**config.mk**
```make
export PLATFORM = sky130hd
export DESIGN_NAME = cs_win
export DESIGN_NICKNAME = d
export VERILOG_FILES = /design/src/rtl/cs_win.sv
export SDC_FILE = /design/constraint.sdc
export NUM_CORES = 1
export LEC_CHECK = 0
export BUFFER_PORTS_ARGS = -buffer_cell sky130_fd_sc_hd__buf_2
export CORE_AREA = 2 2 145 147
export DETAILED_ROUTE_END_ITERATION = 16
export DIE_AREA = 0 0 147 149
export GPL_ROUTABILITY_DRIVEN = 0
export GPL_TIMING_DRIVEN = 0
export PLACE_DENSITY = 0.75
export SLEW_MARGIN = 20
export SYNTH_ARGS = -nofsm -noshare
export SYNTH_HDL_FRONTEND = slang
export SYNTH_SLANG_ARGS = --single-unit
```
**constraint.sdc**
```tcl
create_clock -name clk -period 35.3 [get_ports clk]
set_input_delay 7.06 -clock clk [delete_from_list [all_inputs] [get_ports clk]]
set_output_delay 7.06 -clock clk [all_outputs]
set_load 0.03 [all_outputs]
```
**src/rtl/cs_win.sv**
```systemverilog
// Sliding-window averager: keeps the last WIN accepted samples and their
// running sum, then one cycle later produces
//    Y = (S + WIN * Xsel) >> SHIFT
// where Xsel is either the window average floor(S/WIN) or the largest
// window sample not exceeding that average.
//
//  state | meaning
//  FILL  | fewer than WIN samples accepted since reset/clear; no results
//  RUN   | window full; every accepted sample yields a result next edge
module cs_win #(
    parameter int DATA_W = 8,
    parameter int WIN    = 9,
    parameter int SHIFT  = 3,
    parameter int OUT_W  = 10
) (
    input  logic              clk,
    input  logic              reset,
    input  logic              in_valid,
    input  logic [DATA_W-1:0] X,
    input  logic              mode,
    input  logic              clear,
    output logic              out_valid,
    output logic [OUT_W-1:0]  Y,
    output logic              full
);

    localparam int SUM_W = DATA_W + $clog2(WIN);
    // S + WIN*Xsel never exceeds 2*S because Xsel <= floor(S/WIN).
    localparam int MUL_W = SUM_W + 1;
    localparam int CNT_W = $clog2(WIN + 1);
    localparam logic [CNT_W-1:0] CNT_LAST = CNT_W'(WIN - 1);
    localparam logic [CNT_W-1:0] CNT_FULL = CNT_W'(WIN);

    typedef enum logic {FILL, RUN} state_t;

    state_t             state_q, state_d;
    logic [CNT_W-1:0]   count_q, count_d;
    logic [DATA_W-1:0]  win_q [WIN];
    logic [SUM_W-1:0]   sum_q;
    logic               pend_q, pend_d;
    logic               mode_q;

    logic [SUM_W-1:0]   avg;
    logic [DATA_W-1:0]  appr;
    logic [SUM_W-1:0]   sel;
    logic [MUL_W-1:0]   total;
    logic [OUT_W-1:0]   y_next;

    // State, fill count, pending-result flag and captured mode
    always_ff @(posedge clk or negedge reset) begin
        if (!reset) begin
            state_q <= FILL;
            count_q <= '0;
            pend_q  <= 1'b0;
            mode_q  <= 1'b0;
        end else begin
            state_q <= state_d;
            count_q <= count_d;
            pend_q  <= pend_d;
            if (in_valid && !clear) begin
                mode_q <= mode;
            end
        end
    end

    // Next-state logic: clear always wins over an incoming sample
    always_comb begin
        state_d = state_q;
        count_d = count_q;
        pend_d  = 1'b0;
        if (clear) begin
            state_d = FILL;
            count_d = '0;
        end else if (in_valid) begin
            case (state_q)
                FILL: begin
                    if (count_q == CNT_LAST) begin
                        state_d = RUN;
                        count_d = CNT_FULL;
                        pend_d  = 1'b1;
                    end else begin
                        count_d = count_q + CNT_W'(1);
                    end
                end
                RUN: begin
                    pend_d = 1'b1;
                end
                default: begin
                    state_d = FILL;
                    count_d = '0;
                end
            endcase
        end
    end

    // Shift window and running sum; unfilled slots hold 0 so the sum stays exact
    always_ff @(posedge clk or negedge reset) begin
        if (!reset) begin
            for (int i = 0; i < WIN; i++) win_q[i] <= '0;
            sum_q <= '0;
        end else if (clear) begin
            for (int i = 0; i < WIN; i++) win_q[i] <= '0;
            sum_q <= '0;
        end else if (in_valid) begin
            win_q[0] <= X;
            for (int i = 1; i < WIN; i++) win_q[i] <= win_q[i-1];
            sum_q <= sum_q + SUM_W'(X) - SUM_W'(win_q[WIN-1]);
        end
    end

    // Average, approximate average and scaled result from the registered window
    always_comb begin
        avg  = sum_q / SUM_W'(WIN);
        appr = '0;
        for (int i = 0; i < WIN; i++) begin
            if ((SUM_W'(win_q[i]) <= avg) && (win_q[i] >= appr)) begin
                appr = win_q[i];
            end
        end
        sel    = mode_q ? avg : SUM_W'(appr);
        total  = MUL_W'(sum_q) + MUL_W'(sel) * MUL_W'(WIN);
        y_next = OUT_W'(total >> SHIFT);
    end

    // Output register: Y holds its value whenever no result is produced
    always_ff @(posedge clk or negedge reset) begin
        if (!reset) begin
            out_valid <= 1'b0;
            Y         <= '0;
        end else begin
            out_valid <= pend_q && !clear;
            if (pend_q && !clear) begin
                Y <= y_next;
            end
        end
    end

    assign full = (count_q == CNT_FULL);

endmodule

```
## Word-level counts from Yosys, hierarchy flattened

Cells that the tools add are included.

- Register bits after elaboration: 102
- Bits in latches: 0
- Bits in writable memories: 0
- Bits in read-only memories: 0
- Bits of input ports: 13
- Output and inout port bits: 12
- Word-level logic and storage cells: 83
- Memories kept: 0

- $add $sub $neg: 4
- $mul: 1
- Div/mod/pow operators: 1
- $lt $le $gt $ge: 18
- Eq/ne operators: 3
- Shifts and indexed selects: 0
- Mux-type cells: 25
- Bitwise gates (word level): 1
- Reductions and logical operators: 14

Operators with widths:

| operator | count |
|---|---|
| $mux W72 | 2 |
| $le A8 B12 Y1 | 9 |
| $mux W8 | 9 |
| $ge A8 B8 Y1 | 8 |
| $mux W12 | 3 |
| $mux W4 | 4 |
| $add A12 B13 Y13 | 1 |
| $mul A12 B4 Y13 const B | 1 |
| $add A12 B8 Y12 | 1 |
| $div A12 B4 Y12 const B | 1 |
| $sub A12 B8 Y12 | 1 |
| $logic_and A1 B1 Y1 | 11 |
| $eq A4 B4 Y1 const B | 2 |
| $ge A8 B1 Y1 const B | 1 |
| $mux W1 | 6 |
| $add A4 B1 Y4 const B | 1 |
| $ne A2 B2 Y1 const B | 1 |
| $pmux W1 S2 | 1 |
| $reduce_and A2 Y1 | 1 |
| $reduce_bool A2 Y1 | 1 |
| $logic_not A1 Y1 | 1 |
| $not A1 Y1 | 1 |

## Longest topological paths before layout

- Word-level depth: 31
- Depth in mapped cells: 135
- Gate-level depth less buffers: 127

## Least setup slack after synthesis

OpenSTA, ideal clock, no wires.

- Path kind: register to register
- Start point: register sum_q[9]
- End point: register Y[6]
- Setup time: 0.120 ns
- Arrival: 25.303 ns
- Required time: 35.180 ns
- Slack: 9.877 ns
- Cell stages (with the launch flop): 124
- Buffers on the path: 7
- Clock period less this slack: 25.423 ns
- Cells stage by stage: dfrtp_1 -> buf_2 -> inv_1 -> ha_1 -> a21oi_2 -> mux2_2 -> a211oi_2 -> o311a_1 -> buf_2 -> nand3_1 -> a41oi_2 -> nor3_2 -> or3_1 -> buf_6 -> a2111o_1 -> a32oi_1 -> a21oi_2 -> nor3_4 -> (+88 left out) -> nand2b_1 -> a21oi_1 -> a21oi_1 -> clkbuf_1 -> nor3b_1 -> a31o_2 -> o31a_1 -> a41oi_1 -> ha_1 -> ha_1 -> ha_1 -> a21o_1 -> a21oi_1 -> nor2b_1 -> o21a_1 -> a2111oi_4 -> or4_1 -> a31o_2

- Cells in the longest elaborated chain, start to end: 31
- Elaborated cells on any way between the ends: 39
- Classes of those cells: add/sub: 1; mul: 1; div: 1; order compare: 17; mux: 10; reduce/logical: 9

RTL lines:

| what | line | source |
|---|---|---|
| start: declaration | 39 | `logic [SUM_W-1:0] sum_q;` |
| start signal: assignment | 107 | `sum_q <= sum_q + SUM_W'(X) - SUM_W'(win_q[WIN-1]);` |
| $div A12 B4 Y12 | 113 | `avg = sum_q / SUM_W'(WIN);` |
| $le A8 B12 Y1 | 116 | `if ((SUM_W'(win_q[i]) <= avg) && (win_q[i] >= appr)) begin` |
| $logic_and A1 B1 Y1 | 116 |  |
| $mux W8 | 116 |  |
| $ge A8 B8 Y1 | 116 |  |
| $logic_and A1 B1 Y1 | 116 |  |
| $mux W8 | 116 |  |
| $ge A8 B8 Y1 | 116 |  |
| (+15 left out) | - |  |
| $logic_and A1 B1 Y1 | 116 |  |
| $mux W8 | 116 |  |
| $ge A8 B8 Y1 | 116 |  |
| $logic_and A1 B1 Y1 | 116 |  |
| $mux W8 | 116 |  |
| $mux W12 | 120 | `sel = mode_q ? avg : SUM_W'(appr);` |
| $mul A12 B4 Y13 | 121 | `total = MUL_W'(sum_q) + MUL_W'(sel) * MUL_W'(WIN);` |
| $add A12 B13 Y13 (*) | 121 |  |
| end signal: assignment | 133 | `Y <= y_next;` |
| end: declaration | 23 | `output logic [OUT_W-1:0] Y,` |

Mark *: on every way between the ends. The rest lies on a longest branch, timed or not.
A chain may end at the register's enable or synchronous reset.

## Worst setup path in the final report

Ends and elaborated chain as after synthesis.

==> metrics <==
hpwl dp=24800 um; total CTS buffers=9; Initial Utilization=57.3%; Die Width=147 um; initial antenna violation count=0; Cell Area, Placed=0.0123 sq mm; reg2reg path depth=125; Synth Register Bits=102; CTS clk-pin slew, worst paths=70 ps; ratio of cells with drive above 1 in the final layout=8.11%; sequential share of the synthesized area=21.7%; largest net degree at the start of global routing=67; Worst EP required=35550 ps; reg2reg setup slack=4100 ps; die area=0.0219 sq mm; Worst setup EP type=flop; Achievable Freq=32.1 MHz; Avg WL per Cell=18.9 um; Mapped Area=0.0118 sq mm; Critical Path AT=31440 ps; unrepaired setup endpoints after global routing=no; 1st-iter DRT viols=703; Post-Synthesis Cells=1378; Worst slew margin=19.8%; number of global-route vias before repair=9932; setup TNS=0 ps; Synth Warn #=0; Max Root-Sink Buffers=2; CTS resizes=0; slowest CP cell=nor3_4; P&R area growth vs syn=7.00%; clk_lat worst skew=360 ps; Post-route DRC=0; worst hold path startpoint=Y[8]$_DFFE_PN0P_; CTS Hold Bufs=0; row count=53; remaining global-route overflow=0; Critical R2R Launch=sum_q[9]$_DFFE_PN0P_; postcts setup bufs=0; ANT nets after route=0; WHS Path Cells=2; first-pass GRT wire length=51800 um; Total GRT Usage=29.5%; nets@finish=1608; Root Buffer=clkbuf_16; Final setup viols=0; dominant cell by count in the synthesized netlist=ha_1; TritonRoute pass-1 iters=5; endpoints failing hold=0; final WL=31900 um; core region area=0.0206 sq mm; Post-synth EDFFs=0; DIE HEIGHT=149 um; n_diodes=0; Area contributors post-synth=dfrtp_1, ha_1, mux2i_1, nor2_1, inv_1; hold slack=472 ps; hold worst-path end=Y[8]$_DFFE_PN0P_; synth unique cells=94; via count=10480; Worst-Margin Slew=1200 ps; peak per-stage delay on the critical path=930 ps; Yosys top cell by area=dfrtp_1; CP Launch Type=flop; kind of critical path=flop to flop; Syn Area/Cell=8.54 sq um; top cell type's share of synthesized area=21.7%; status=finished, final reports clean; syn_nets=1572; FF-to-FF End=Y[6]$_DFFE_PN0P_; top post-synthesis cells by count=ha_1, nor2_1, inv_1, mux2i_1, dfrtp_1; Tmin final=31200 ps; fill cell count=1815; Final period util=88.4%; clk sinks=102; H-tree levels=3; MaxCap Viol Count=0; Via density=6.19; placed insts=1678; post-route cell area=0.0126 sq mm; Max Slew Vio Count=0; HP Class=flop to flop; CTS tree=done; top_reg_cell synth=dfrtp_1; ys async rst share=100%; Ports=25; Clock Skew=10.3 ps; final std cells w/o fill=1693; CP max FO=18; PortBufs=22
[registers in the layout, summed over array words and instances (netlist names)]
name and cells:
win_q 72, sum_q 12, Y 10, count_q 4, mode_q 1, out_valid 1
pend_q 1, state_q 1
[routing by layer]
| metal | GRT usage [%] | wire (um) | vias up |
|---|---|---|---|
| met4 | 10.2 | 818 | 0 |
| met2 | 46.5 | 14300 | 323 |
| met5 | 0 | 0 | - |
| li1 | - | - | 5092 |
| met1 | 42.2 | 15100 | 5017 |
| met3 | 3.27 | 1720 | 48 |
[area by class of cell]
class,count,area (sq um),share of cell area [%]
Multi-Input combinational cell,1112,8600,68.3
Buffer,47,201,1.60
Tap cell,275,344,2.73
Timing Repair Buffer,25,166,1.32
Inverter,117,439,3.49
Clock inverter,3,45.0,0.358
Clock buffer,12,246,1.96
Sequential cell,102,2550,20.3
[layout by cell type (no fill, tap or decap), types with 11 or more instances in the layout]
cell,instances
ha_1,167
nor2_1,154
inv_1,117
mux2i_1,112
dfrtp_1,102
a21oi_1,85
nand2_1,80
o21ai_0,62
nand3_1,33
a21o_1,31
clkbuf_1,31
buf_2,26
xnor2_1,22
mux2_2,20
nor2b_1,18
nand2b_1,18
nor3_1,18
o21a_1,17
fa_1,14
a211oi_1,13
nand4_1,11
[through the flow]
stage               worst slack (ps)  utilization, %
global route                    2330            61.3
detailed placement              4500            59.8
global placement                4470            59.5
floorplan                       9880               -
CTS                             4330            61.2
finish                          4100            61.3
[critical path: cells and delay by family, from the launching register on]
family                   cells  cell delay [ps]
XOR/XNOR                     2              530
flip-flops                   1              500
buffers and inverters       10             2570
AO/OA/AOI/OAI               57            13660
adder cells (fa/ha/maj)     16             4820
AND/OR/NAND/NOR             35             7260
multiplexers                 5             1660
[worst max path at each step]
stage	from	endpoint	slack (ps)	cells after the start
floorplan	sum_q[9]$_DFFE_PN0P_	Y[6]$_DFFE_PN0P_	9880	123
global placement	sum_q[9]$_DFFE_PN0P_	Y[6]$_DFFE_PN0P_	4470	123
detailed placement	sum_q[9]$_DFFE_PN0P_	Y[6]$_DFFE_PN0P_	4500	124
CTS	sum_q[9]$_DFFE_PN0P_	Y[6]$_DFFE_PN0P_	4330	125
global route	sum_q[9]$_DFFE_PN0P_	Y[6]$_DFFE_PN0P_	2330	124
finish	sum_q[9]$_DFFE_PN0P_	Y[6]$_DFFE_PN0P_	4100	125
[cells by family after synthesis]
logic type | Yosys count | synth area share, %
compound gates | 352 | 21.0
xor+xnor | 26 | 1.93
fa+ha+maj | 188 | 20.7
buf+inv | 164 | 5.44
flops | 102 | 21.7
mux | 136 | 12.0
simple gates | 410 | 17.2
Power is left out: the tool's default activity adds up to more than one toggle a clock period on the data nets, which glitch-free logic cannot reach.
